<file path="src/rtl/emu_step_ctrl.sv">
// Emulation step controller: optionally resets the model, issues N one-cycle step
// enables with SETTLE idle cycles after each, then captures the model output.
module emu_step_ctrl #(
  parameter int CNT_WIDTH  = 16,
  parameter int DATA_WIDTH = 25,
  parameter int SETTLE     = 2
) (
  input  logic                         clk,
  input  logic                         rst,
  input  logic                         start_i,
  input  logic                         init_i,
  input  logic                         abort_i,
  input  logic        [CNT_WIDTH-1:0]  n_steps_i,
  input  logic signed [DATA_WIDTH-1:0] v_in_i,
  input  logic signed [DATA_WIDTH-1:0] v_out_i,
  output logic                         model_rst_o,
  output logic                         model_ce_o,
  output logic signed [DATA_WIDTH-1:0] v_in_o,
  output logic signed [DATA_WIDTH-1:0] v_out_o,
  output logic                         busy_o,
  output logic                         done_o,
  output logic                         aborted_o,
  output logic        [CNT_WIDTH-1:0]  steps_done_o
);

  localparam int SW = (SETTLE > 1) ? $clog2(SETTLE) : 1;
  localparam logic [SW-1:0] WAIT_LAST = (SETTLE > 0) ? SW'(SETTLE - 1) : '0;

  typedef enum logic [2:0] {
    S_IDLE, S_MRST, S_STEP, S_WAIT, S_CAPTURE, S_DONE
  } state_t;

  state_t                  state_q, state_d;
  logic [CNT_WIDTH-1:0]    n_q, n_d;
  logic [CNT_WIDTH-1:0]    cnt_q, cnt_d;
  logic [SW-1:0]           wait_q, wait_d;
  logic                    mrst_ph_q, mrst_ph_d;
  logic signed [DATA_WIDTH-1:0] v_in_q, v_in_d;
  logic signed [DATA_WIDTH-1:0] v_out_q, v_out_d;
  logic                    aborted_d;
  logic                    model_rst_q, model_ce_q, busy_q, done_q, aborted_q;
  logic                    step_more;

  // Evaluated in STEP, so it looks at the count after this step is taken.
  assign step_more = ({1'b0, cnt_q} + (CNT_WIDTH + 1)'(1)) < {1'b0, n_q};

  always_comb begin
    state_d   = state_q;
    n_d       = n_q;
    cnt_d     = cnt_q;
    wait_d    = wait_q;
    mrst_ph_d = mrst_ph_q;
    v_in_d    = v_in_q;
    v_out_d   = v_out_q;
    aborted_d = 1'b0;
    case (state_q)
      S_IDLE: begin
        if (start_i && !abort_i) begin
          n_d       = n_steps_i;
          v_in_d    = v_in_i;
          cnt_d     = '0;
          mrst_ph_d = 1'b0;
          if (init_i)                state_d = S_MRST;
          else if (n_steps_i != '0)  state_d = S_STEP;
          else                       state_d = S_CAPTURE;
        end
      end
      S_MRST: begin
        if (mrst_ph_q) state_d = (n_q != '0) ? S_STEP : S_CAPTURE;
        else           mrst_ph_d = 1'b1;
      end
      S_STEP: begin
        cnt_d = cnt_q + CNT_WIDTH'(1);
        if (SETTLE == 0) begin
          state_d = step_more ? S_STEP : S_CAPTURE;
        end else begin
          state_d = S_WAIT;
          wait_d  = '0;
        end
      end
      S_WAIT: begin
        if (wait_q == WAIT_LAST) state_d = (cnt_q < n_q) ? S_STEP : S_CAPTURE;
        else                     wait_d  = wait_q + SW'(1);
      end
      S_CAPTURE: begin
        v_out_d = v_out_i;
        state_d = S_DONE;
      end
      S_DONE:  state_d = S_IDLE;
      default: state_d = S_IDLE;
    endcase
    // Abort keeps any step already issued this cycle but discards a capture.
    if (state_q != S_IDLE && abort_i) begin
      state_d   = S_IDLE;
      v_out_d   = v_out_q;
      aborted_d = 1'b1;
    end
  end

  always_ff @(posedge clk) begin
    if (rst) begin
      state_q     <= S_IDLE;
      n_q         <= '0;
      cnt_q       <= '0;
      wait_q      <= '0;
      mrst_ph_q   <= 1'b0;
      v_in_q      <= '0;
      v_out_q     <= '0;
      model_rst_q <= 1'b1;
      model_ce_q  <= 1'b0;
      busy_q      <= 1'b0;
      done_q      <= 1'b0;
      aborted_q   <= 1'b0;
    end else begin
      state_q     <= state_d;
      n_q         <= n_d;
      cnt_q       <= cnt_d;
      wait_q      <= wait_d;
      mrst_ph_q   <= mrst_ph_d;
      v_in_q      <= v_in_d;
      v_out_q     <= v_out_d;
      model_rst_q <= (state_d == S_MRST);
      model_ce_q  <= (state_d == S_STEP);
      busy_q      <= (state_d != S_IDLE);
      done_q      <= (state_d == S_DONE);
      aborted_q   <= aborted_d;
    end
  end

  assign model_rst_o  = model_rst_q;
  assign model_ce_o   = model_ce_q;
  assign v_in_o       = v_in_q;
  assign v_out_o      = v_out_q;
  assign busy_o       = busy_q;
  assign done_o       = done_q;
  assign aborted_o    = aborted_q;
  assign steps_done_o = cnt_q;

endmodule

</file>
<file path="config.mk">
export PLATFORM = sky130hd
export DESIGN_NAME = emu_step_ctrl
export DESIGN_NICKNAME = d
export VERILOG_FILES = /design/src/rtl/emu_step_ctrl.sv
export SDC_FILE = /design/constraint.sdc
export NUM_CORES = 1
export LEC_CHECK = 0
export ABC_AREA = 1
export CAP_MARGIN = 0
export CORE_MARGIN = 10
export CORE_UTILIZATION = 49
export DETAILED_ROUTE_END_ITERATION = 16
export GPL_TIMING_DRIVEN = 0
export PLACE_DENSITY_LB_ADDON = 0.3
export SYNTH_ARGS = -nofsm -noshare
export SYNTH_HDL_FRONTEND = slang
export SYNTH_SLANG_ARGS = --single-unit
</file>
<file path="constraint.sdc">
create_clock -name clk -period 2.4 [get_ports clk]
set_input_delay 0.48 -clock clk [delete_from_list [all_inputs] [get_ports clk]]
set_output_delay 0.48 -clock clk [all_outputs]
set_load 0.02 [all_outputs]
</file>
[Word level (Yosys, flattened, before mapping)]
Index checks and enable logic that the tools add are counted.
Word-level totals
  flip-flop bits (word level): 92
  input bits: 71
  output and inout port bits: 71
  logic and storage cells: 55
Cells by class
  add/sub/neg operators: 2
  $lt $le $gt $ge: 1
  eq/ne operators: 8
  multiplexer cells: 16
  bitwise logic cells: 1
  reductions and logical operators: 15
Operators with widths (number)
  case mux 16 bit (2 select lines): 1
  nonzero test 16 bit: 2
  two-way mux 3 bit: 8
  adder 16 x 1 -> 16 bit, second input constant: 1
  less-than comparator 16 bit: 1
  two-way mux 16 bit: 1
  case mux 3 bit (5 select lines): 1
  == test 3 x 2 -> 1 bit, second input constant: 3
  AND reduction 2 bit: 4
  == test 3 x 1 -> 1 bit, second input constant: 2
  == test 3 bit, second input constant: 2
  nonzero test 2 bit: 3
  nonzero test 3 bit: 2
  case mux 1 bit (2 select lines): 2
  logical NOT 3 bit: 1
  two-way mux 1 bit: 3
  logical AND 1 bit: 2
  inequality test 2 bit, second input constant: 1
  adder 1 bit, second input constant: 1
  logical NOT 1 bit: 1
  inverter 1 bit: 1

[Longest topological paths before layout]
  depth after elaboration: 7
  depth in mapped cells: 14
  depth with buffers taken out: 14

[Worst setup path before layout]
No wires, ideal clock.
  path type: register to register
  start: reg cnt_q[1] (netlist: steps_done_o[1])
  end: reg cnt_q[10] (netlist: steps_done_o[10])
  setup time: 0.074 ns
  arrival: 1.567 ns
  required time: 2.326 ns
  slack: 0.759 ns
  cell stages (with the launch flop): 10
  buffers on the path: 0
  clock period less this slack: 1.641 ns
  cells stage by stage: dfxtp_1 -> ha_1 -> nand3_1 -> nor2_1 -> nand3_1 -> nor3_2 -> nand2_1 -> nand2_1 -> nand2_1 -> a31oi_1
On the way
  longest elaborated chain between the ends: 2
RTL lines
  start, declared: line 35  | logic [CNT_WIDTH-1:0] cnt_q, cnt_d;
  start signal, assigned: line 117  | cnt_q <= cnt_d;
  adder 16 x 1 -> 16 bit: line 73  | cnt_d = cnt_q + CNT_WIDTH'(1);
  case mux 16 bit (2 select lines): line 56  | case (state_q)
No other way between the ends.
A chain may end at the register's enable or synchronous reset.

[Worst setup path in the final report]
  start: reg cnt_q[12] (netlist: steps_done_o[12])
  end: out steps_done_o[12]
RTL lines
  end, declared: line 23  | output logic [CNT_WIDTH-1:0] steps_done_o
No word-level cell between the ends.

==> impl_metrics.ini <==
[status]
status = finished clean

[worst_setup_path]
reg2reg_slack_ns = 0.64
cp_max_fo = 8
slowest_delay_ns = 0.67
worst-r2r-cell-count = 9
cp-startpoint = steps_done_o[12]$_SDFFE_PP0P_
crit_cells = 1
path_class = reg -> out
critPathLaunchType = register
rr_startpoint = steps_done_o[1]$_SDFFE_PP0P_
worstPathArrival_ns = 1.50
path_buf_inv = 1
critPathTopFamily = buffers and inverters
critical_path.cell_chain = clkdlybuf4s50_1
cp-end-kind = output port
required_ns = 1.92
crit_path_top_delay_cell = clkdlybuf4s50_1

[routing]
wire_per_inst_um = 14.8
wl_mm = 11.9
antenna_left = 0
highest-signal-layer = met4
wl_met3_mm = 1.02
drtIter0Drc = 155
drc = 0
vias = 4109
dr.pass1.iters = 6
via_per_inst = 5.12
dr_wl_met2_mm = 5.75
drt-met1-wl_mm = 4.91

[global_route]
grtUsageTotal_pct = 18.8
antenna_found_initial = 0
grt_pass1_wl_mm = 19.5
overflow = 0
grt_max_degree = 17
grt_pass1_vias = 4071

[cts]
cts_buffers = 9
clk_latency_ns = 0.36
h-tree-depth = 3
root_buffer = clkbuf_8
clkTransAtPathRegs_ns = 0.10
clock_sinks = 92
ctsResizeCount = 0
holdBufCountCts = 0
cts_setup_buffers = 0
cts_buffer_depth = 2
cts_tree = yes

[die]
initial_core_util_pct = 49.8
boundaryPins = 142
die_h_um = 111
coreArea_um2 = 8130
rows = 33
die_area_um2 = 12300
die_x_um = 111

[placed_design]
port_buffers = 140
dp_slack_ns = 0.301
gp_congestion = 0.898
placed_area_um2 = 5590
hpwl_mm = 9.47

[logic_synthesis]
synth_edf_count = 0
synth-main-ff-cell = dfxtp_1
async_flop_share_pct = 0
synthesis.nets = 629
synth_cell_type_count = 33
synth.avg_cell_area_um2 = 7.48
netlist_area_um2 = 4050
ys_seq_area_share_pct = 45.4
yosysWarnings = 0
syn_inst = 542
ys_ff_latch = 92

[power_and_ir_drop]
ir_drop_mv = 0.413
p_per_area_nw_per_um2 = 620
total_leakage_power_nw = 2.18

[cells_and_area]
final_cell_mix = clkdlybuf4s50_1, dfxtp_1, nor2_1
final_common_cell = clkdlybuf4s50_1
final_nets = 780
finish.utilization_pct = 71.1
diodes = 0
fill_cells = 653
seq_area_um2 = 1840
area_growth_syn_to_layout_pct = 42.7
multi_input_area_um2 = 1820
drive_above_1_share_pct = 5.45
stdcell_area_um2 = 5780

[worst_hold_path]
holdCritStartpoint = v_out_o[9]$_SDFFE_PP0P_
hold_path_class = reg -> reg
hold_depth = 2

[timing]
setup_ws_ns = 0.417
tightest_slew_ns = 0.609
fmax_ghz = 0.504
rsz0062_at_grt = false
fin_crit_ns = 1.98
setup_tns_ns = 0
report.final.slew_viol_count = 0
skew_ns = 0.0125
relSlewSlack_pct = 59.4
setup_viol_count_final = 0
finalHoldViolations = 0
fin_crit_sh_pct = 82.6

[run]
drv_cap = 0
==> worst paths after layout <==
| check | to |
|---|---|
| worst min-delay path | v_out_o[9]$_SDFFE_PP0P_ |
| worst max register to register | steps_done_o[10]$_SDFFE_PP0P_ |
| worst max-delay path | steps_done_o[12] |
| worst min register to register | v_out_o[9]$_SDFFE_PP0P_ |
==> kinds of logic (layout without fill, tap and decap cells) <==
kind of cell             count (synthesis)  count (layout)  synth area share (%)
flip-flops                              92              92                  45.4
AND/OR/NAND/NOR                        192             192                  20.8
AO/OA/AOI/OAI                          147             147                  19.2
adder cells (fa/ha/maj)                 16              16                  4.94
buffers and inverters                   95             250                  9.66
==> flip-flops by register name, summed over array words and instances (netlist names) <==
name          cells
aborted_o         1
v_out_o          25
model_rst_o       1
done_o            1
busy_o            1
mrst_ph_q         1
n_q              16
steps_done_o     16
wait_q            1
v_in_o           25
model_ce_o        1
state_q           3
==> layer usage <==
metal  up-vias  track usage (%)
li1       2071                -
met1      1891             21.3
met2       132             32.1
met3        15             6.66
met4         0             5.90
met5         -                0
==> per-stage QoR <==
stage,instances,power [W],hold slack (ns)
detailed placement,787,0.00257,0.436
global placement,787,0.00255,0.430
CTS,802,0.00361,0.451
global route,802,0.00376,0.478
finish,802,0.00359,0.447
floorplan,542,0.00220,0.440
==> power by group <==
group          internal [W]  switching, W  leakage [nW]
registers           0.00164     0.0000593         0.749
clock network      0.000487      0.000561        0.0963
logic              0.000379      0.000462          1.33
==> cells in the mapped netlist, drive strengths merged, types with 2 or more instances <==
master	number	area, um2
nand3	15	80.1
clkbuf	17	63.8
nand2	68	263
a211oi	4	30.0
a31oi	2	12.5
nor3	11	70.1
o22ai	2	12.5
ha	16	200
dfxtp	92	1840
o21ai	76	380
o21bai	2	15.0
buf	7	58.8
inv	70	265
nor2	91	378
a21oi	57	285
nand4	5	31.3
a221oi	2	23.8
==> final cells by class <==
type                            count  share of cell area, %
Multi-Input combinational cell    355                   31.5
Inverter                           71                   4.65
Timing Repair Buffer              140                   24.2
Tap cell                          105                   2.27
Buffer                             24                   2.12
Clock buffer                        9                   2.14
Clock inverter                      6                   1.26
Sequential cell                    92                   31.9
Power figures use the tool's default switching activity.
